[src/rtl/jk_seq_ctrl.sv]
// Sequencing controller for a bank of falling-edge JK flip-flops (74HC112 style).
// Runs hold/up/down/load commands for a latched number of steps with a BUSY/DONE handshake.
module jk_seq_ctrl #(
  parameter int WIDTH = 4,
  parameter int MOD   = 10
) (
  input  logic             CLK,
  input  logic             R,
  input  logic             START,
  input  logic [1:0]       MODE,
  input  logic [WIDTH-1:0] D,
  input  logic [WIDTH-1:0] STEPS,
  output logic [WIDTH-1:0] J,
  output logic [WIDTH-1:0] K,
  output logic [WIDTH-1:0] Q,
  output logic             BUSY,
  output logic             DONE,
  output logic             CO,
  output logic [1:0]       fsm_state
);

  // Handshake: START is a level request sampled on a falling edge only in IDLE.
  // BUSY is high for exactly STEPS cycles, then DONE is high for one cycle.
  typedef enum logic [1:0] {IDLE = 2'd0, RUN = 2'd1, FINISH = 2'd2} state_t;

  localparam logic [1:0]       M_HOLD = 2'b00;
  localparam logic [1:0]       M_UP   = 2'b01;
  localparam logic [1:0]       M_DOWN = 2'b10;
  localparam logic [1:0]       M_LOAD = 2'b11;
  localparam logic [WIDTH:0]   MOD_X  = (WIDTH+1)'(MOD);
  localparam logic [WIDTH-1:0] TOP    = WIDTH'(MOD - 1);

  state_t           state, state_next;
  logic [1:0]       mode_r;
  logic [WIDTH-1:0] d_r;
  logic [WIDTH-1:0] remaining;
  logic             first_step;
  logic [WIDTH-1:0] q_r;
  logic             co_r;
  logic [WIDTH-1:0] nxt;
  logic             wrap;

  always_ff @(negedge CLK or negedge R) begin
    if (!R) state <= IDLE;
    else    state <= state_next;
  end

  always_comb begin
    state_next = state;
    case (state)
      IDLE:    if (START) state_next = (STEPS == '0) ? FINISH : RUN;
      RUN:     if (remaining == WIDTH'(1)) state_next = FINISH;
      FINISH:  state_next = IDLE;
      default: state_next = IDLE;
    endcase
  end

  always_comb begin
    BUSY = 1'b0;
    DONE = 1'b0;
    J    = '0;
    K    = '0;
    case (state)
      RUN: begin
        BUSY = 1'b1;
        J    = q_r ^ nxt;
        K    = q_r ^ nxt;
      end
      FINISH:  DONE = 1'b1;
      default: ;
    endcase
  end

  // Out-of-range states fall back to 0 (up) or MOD-1 (down).
  always_comb begin
    nxt = q_r;
    case (mode_r)
      M_UP:   nxt = ({1'b0, q_r} >= MOD_X - 1'b1) ? '0 : q_r + WIDTH'(1);
      M_DOWN: nxt = (q_r == '0 || {1'b0, q_r} >= MOD_X) ? TOP : q_r - WIDTH'(1);
      M_LOAD: if (first_step) nxt = ({1'b0, d_r} < MOD_X) ? d_r : '0;
      M_HOLD: nxt = q_r;
      default: nxt = q_r;
    endcase
  end

  assign wrap = (state == RUN) &&
                ((mode_r == M_UP && q_r == TOP) || (mode_r == M_DOWN && q_r == '0));

  always_ff @(negedge CLK or negedge R) begin
    if (!R) begin
      mode_r     <= M_HOLD;
      d_r        <= '0;
      remaining  <= '0;
      first_step <= 1'b0;
      q_r        <= '0;
      co_r       <= 1'b0;
    end else begin
      // J/K are zero outside RUN, so the bank holds there without a separate enable.
      q_r  <= (J & ~q_r) | (~K & q_r);
      co_r <= wrap;
      case (state)
        IDLE: if (START) begin
          mode_r     <= MODE;
          d_r        <= D;
          remaining  <= STEPS;
          first_step <= 1'b1;
        end
        RUN: begin
          remaining  <= remaining - WIDTH'(1);
          first_step <= 1'b0;
        end
        default: ;
      endcase
    end
  end

  assign Q         = q_r;
  assign CO        = co_r;
  assign fsm_state = state;

endmodule

[config.mk]
export PLATFORM = sky130hd
export DESIGN_NAME = jk_seq_ctrl
export DESIGN_NICKNAME = d
export VERILOG_FILES = /design/src/rtl/jk_seq_ctrl.sv
export SDC_FILE = /design/constraint.sdc
export NUM_CORES = 1
export LEC_CHECK = 0
export BUFFER_PORTS_ARGS = -buffer_cell sky130_fd_sc_hd__buf_2
export CAP_MARGIN = 15
export CORE_UTILIZATION = 58
export DETAILED_ROUTE_END_ITERATION = 7
export MAX_ROUTING_LAYER = met4
export PLACE_DENSITY_LB_ADDON = 0.12
export SETUP_SLACK_MARGIN = 0.1
export SLEW_MARGIN = 20
export SYNTH_ARGS = -nofsm -noshare
export SYNTH_HDL_FRONTEND = slang
export SYNTH_SLANG_ARGS = --single-unit
[constraint.sdc]
create_clock -name CLK -period 6.23 [get_ports CLK]
set_input_delay 1.5575 -clock CLK [delete_from_list [all_inputs] [get_ports CLK]]
set_output_delay 1.5575 -clock CLK [all_outputs]
set_load 0.1 [all_outputs]
==> impl_metrics.yaml, run 1 <==
outcome:
  run_status: "stopped before the end"
  last-stage-reached: "global routing (5_1_grt)"
  error_msg: "[ERROR DPL-0038] Utilization greater than 100%, impossible to legalize"
clock_tree:
  cts_buffers: 3
  hold_buffers: 0
  clock_path_buffers: 2
  clk_root_buffer_cell: "sky130_fd_sc_hd__clkbuf_4"
  cts_sinks: 18
  htree_levels: 1
sta:
  postGrtWorstEndpoint: "J[2]"
  worst-endpoint-pin-kind: "output port"
synthesis:
  yosysUniqueCellTypes: 49
  netlist_instances: 146
  syn_avg_cell_area_um2: 9.195
  ys_seq_elements: 18
  synth_seq_area_share_pct: 33.55
  yosys.area.top_type: "sky130_fd_sc_hd__dfrtn_1"
  synth_top_area_share_pct: 33.55
  synth_top_flop_cell: "sky130_fd_sc_hd__dfrtn_1"
  mappedNetlistArea_um2: 1343
  synthesis.yosys.warnings: 0
  asyncSetResetFlopFracSynth_pct: 100.0
  count_of_flip_flops_with_a_built_in_enable_after_synthesis: 0
  synthesis.nets: 166
  netlist_top_cells_area: "sky130_fd_sc_hd__dfrtn_1 (34%), sky130_fd_sc_hd__ha_1 (6.5%), sky130_fd_sc_hd__buf_4 (4.5%)"
die:
  dieWidth_um: 50.11
  floorplan.rows: 17
  chipHeight_um: 50.11
  ios: 30
  initial_core_util_pct: 61.28
place:
  gp_congestion: 0.9400
  place_inst: 226
  detailedPlacementHpwl_um: 3119
  portBuffers: 29
  postPlaceCellArea_um2: 1922
grt:
  grt_start_max_net_pins: 19
## through the flow
stage	utilization, %	worst slack [ns]
after CTS	94.80	-0.8911
after floorplan	-	-1.926
after detailed placement	87.72	-0.6587
after global placement	87.72	-0.5315
## what timing repair did
item	in CTS
gates resized for setup	15
setup endpoints to repair	9
pin swaps	6
setup buffers	6
## cell usage after synthesis (2+ instances only)
library cell,n
sky130_fd_sc_hd__dfrtn_1,18
sky130_fd_sc_hd__nand2_1,12
sky130_fd_sc_hd__inv_1,10
sky130_fd_sc_hd__buf_4,8
sky130_fd_sc_hd__nor2_1,8
sky130_fd_sc_hd__o21ai_0,8
sky130_fd_sc_hd__ha_1,7
sky130_fd_sc_hd__a21oi_1,6
sky130_fd_sc_hd__mux2_2,5
sky130_fd_sc_hd__nor4_1,4
sky130_fd_sc_hd__a211oi_1,3
sky130_fd_sc_hd__nand2b_1,3
sky130_fd_sc_hd__nand3_1,3
sky130_fd_sc_hd__nor2b_1,3
sky130_fd_sc_hd__nor3_1,3
sky130_fd_sc_hd__nor3b_1,3
sky130_fd_sc_hd__o31ai_1,3
sky130_fd_sc_hd__a311oi_1,2
sky130_fd_sc_hd__a31oi_1,2
sky130_fd_sc_hd__and4b_1,2
sky130_fd_sc_hd__and4b_2,2
sky130_fd_sc_hd__clkbuf_8,2
sky130_fd_sc_hd__nand3b_1,2
sky130_fd_sc_hd__or3b_4,2
## cells by family after synthesis
kind of cell	count (synthesis)	synth area share (%)
DFF	18	33.55
AOI/OAI and AO/OA	41	22.00
adders and majority gates	7	6.523
and+or+nand+nor	51	22.46
xor gates and xnor gates	1	0.6525
muxes	6	4.939
buffers and inverters	22	9.879
==> inputs of run 2 (changes only) <==
- CORE_AREA: not set -> 2 2 63 65
- CORE_UTILIZATION: 58 -> not set
- DIE_AREA: not set -> 0 0 65 67
- MAX_ROUTING_LAYER: met4 -> not set
- PLACE_DENSITY_LB_ADDON: 0.12 -> 0.15
- SETUP_SLACK_MARGIN: 0.1 -> not set
==> impl_metrics.yaml, run 2 <==
clock_tree:
  clk_root_buffer_cell: "sky130_fd_sc_hd__clkbuf_8"
  tritoncts_clock_tree: "built"
  worst_skew_pair.late_latency_ns: 0.27
  hold_buffers: 0
  cts_buffers: 3
  cts_sinks: 18
  htree_levels: 1
  clock_path_buffers: 2
  clkSlewWorstSetupHoldPaths_ns: 0.05
final_layout:
  syn_to_final_growth_pct: 55.08
  area_used_by_multi_input_combinational_logic_um2: 930.9
  final_core_util_pct: 57.74
  seqCellArea_um2: 450.4
  layout.nets: 221
  fill_cells: 320
  fin_cells: 248
  antenna-diode-count: 0
  layout_commonest_cell: "sky130_fd_sc_hd__buf_4"
  share_of_layout_cells_above_drive_strength_1_pct: 49.00
  layout.cells.most_common_list: "sky130_fd_sc_hd__buf_4 (29), sky130_fd_sc_hd__buf_2 (20), sky130_fd_sc_hd__dfrtn_1 (18), sky130_fd_sc_hd__nand2_1 (11), sky130_fd_sc_hd__buf_12 (9)"
detailed_routing:
  top_signal_layer_used: "met4"
  dr_wl_met2_um: 1814
  routed-via-count: 1306
  drt.antenna.violating_nets: 0
  first_iter_violations: 84
  residual_drc_count: 0
  drtPass1Iterations: 4
  wire_length_reported_by_the_detailed_router_um: 3792
  met3_length_um: 167
  m1WireLength_um: 1791
  drt-wirelength-per-cell_um: 15.29
  routed_via_density: 5.266
grt:
  grtUsageTotal_pct: 18.87
  grt_overflow: 0
  number_of_global_route_vias_before_repair: 1336
  grt_pass1_wl_um: 6313
  grt_start_max_net_pins: 19
  grt_antenna_before_repair: 0
sta:
  worst_slew_margin_rel_pct: 68.29
  clock-skew-final_ns: 0.002271
  worst_slew_pin_slew_ns: 0.4713
  final-setup-viol-count: 8
  report.final.slew_viol_count: 0
  finalHoldViolations: 0
  rsz0062_at_grt: "yes"
  post-route-worst-setup-slack_ns: -0.8350
die:
  initial_core_util_pct: 37.23
  dieWidth_um: 65
  floorplan.rows: 22
  core-area_um2: 3606
  die_area_um2: 4355
  chipHeight_um: 67
  ios: 30
synthesis:
  yosys.area.top_type: "sky130_fd_sc_hd__dfrtn_1"
  synthesis.nets: 166
  ys_seq_elements: 18
  synth_top_area_share_pct: 33.55
  synth.cells.most_frequent: "sky130_fd_sc_hd__dfrtn_1 (18), sky130_fd_sc_hd__nand2_1 (12), sky130_fd_sc_hd__inv_1 (10)"
  mappedNetlistArea_um2: 1343
  yosys.cell_count.top_type: "sky130_fd_sc_hd__dfrtn_1"
  asyncSetResetFlopFracSynth_pct: 100.0
  netlist_top_cells_area: "sky130_fd_sc_hd__dfrtn_1 (34%), sky130_fd_sc_hd__ha_1 (6.5%), sky130_fd_sc_hd__buf_4 (4.5%)"
  yosysUniqueCellTypes: 49
  synth_seq_area_share_pct: 33.55
  synthesis.yosys.warnings: 0
  syn_avg_cell_area_um2: 9.195
  synth_top_flop_cell: "sky130_fd_sc_hd__dfrtn_1"
  count_of_flip_flops_with_a_built_in_enable_after_synthesis: 0
  netlist_instances: 146
setup_path:
  crit_path_max_fanout: 3
  cp_data_arrival_time_ns: 5.51
  data_required_time_at_the_worst_endpoint_ns: 4.67
  type_of_origin_of_the_critical_path: "register"
  end_kind: "primary output"
  critical_path_type: "reg2out"
outcome:
  run_status: "finished with violations"
  failed_checks: "negative setup slack"
place:
  place_inst: 243
  detailedPlacementHpwl_um: 2883
  portBuffers: 29
  gp_congestion: 0.8668
worst_hold_path:
  hold_path_class: "reg2reg"
job:
  cap_violations: 0
==> run 2: cell counts after synthesis <==
Identical to the previous run, type by type.
==> run 2: final cells by class <==
class / count / area share [%]
sequential: 18 / 21.63
inverter: 11 / 2.584
multi-input combinational: 106 / 44.71
clock buffer: 4 / 2.644
timing repair buffer: 61 / 25.54
tap: 48 / 2.885
==> run 2: what timing repair did <==
action                                  4_1_cts  5_1_grt
setup buffers                                 1        0
endpoints found under the setup margin        8        8
endpoints found under the hold margin         0        0
pin swaps                                     3        3
resized for setup                            11        5
==> run 2: metrics by stage <==
step	hold slack (ns)	cell area [µm²]	setup WS [ns]	setup TNS, ns
6_report	0.4649	2082	-0.8350	-6.440
5_1_grt	0.5001	2082	-0.9019	-7.096
4_1_cts	0.4613	2056	-0.8333	-6.506
3_5_place_dp	0.4626	1924	-0.5647	-4.239
3_3_place_gp	0.4433	1924	-0.5209	-3.941
2_1_floorplan	0.4415	1496	-1.926	-14.01
==> run 2: path summary, 6_finish.rpt <==
check / from / end / slack (ns) / depth (start not counted)
max: register / J[2] / -0.83 / 7
min: fsm_state[1]$_DFFE_NN0P_ / fsm_state[1]$_DFFE_NN0P_ / 0.46 / 1
max reg2reg: register / register / 4.33 / 6
min reg2reg: fsm_state[1]$_DFFE_NN0P_ / fsm_state[1]$_DFFE_NN0P_ / 0.46 / 1
max in group asynchronous: R / remaining[0]$_DFFE_NN0P_ / 1.67 / 1
min in group asynchronous: R / asynchronous set/reset pin / 4.22 / 1
==> run 2: cells by family after synthesis <==
logic type               Yosys count  synth area share [%]
multiplexers                       6                 4.939
adder cells (fa/ha/maj)            7                 6.523
AO/OA/AOI/OAI                     41                 22.00
AND/OR/NAND/NOR                   51                 22.46
buffers and inverters             22                 9.879
flip-flops                        18                 33.55
XOR/XNOR                           1                0.6525
==> run 2: layer usage <==
layer  vias to the layer above  track usage (%)
met5                         -                0
met4                         0            6.117
met3                         2            3.378
met2                        37            30.80
met1                       624            25.16
li1                        643                -
==> run 2: worst max-delay path: stages (launching register included) <==
cell,delay (ns)
sky130_fd_sc_hd__dfrtn_1,0.35
sky130_fd_sc_hd__inv_2,0.10
sky130_fd_sc_hd__ha_4,0.14
sky130_fd_sc_hd__or3b_4,0.38
sky130_fd_sc_hd__and3_4,0.20
sky130_fd_sc_hd__a2111o_1,0.40
sky130_fd_sc_hd__a211oi_4,0.33
sky130_fd_sc_hd__buf_12,0.22
Power of run 2 is left out: the tool's default activity adds up to more than one toggle a clock period on the data nets, which glitch-free logic cannot reach.
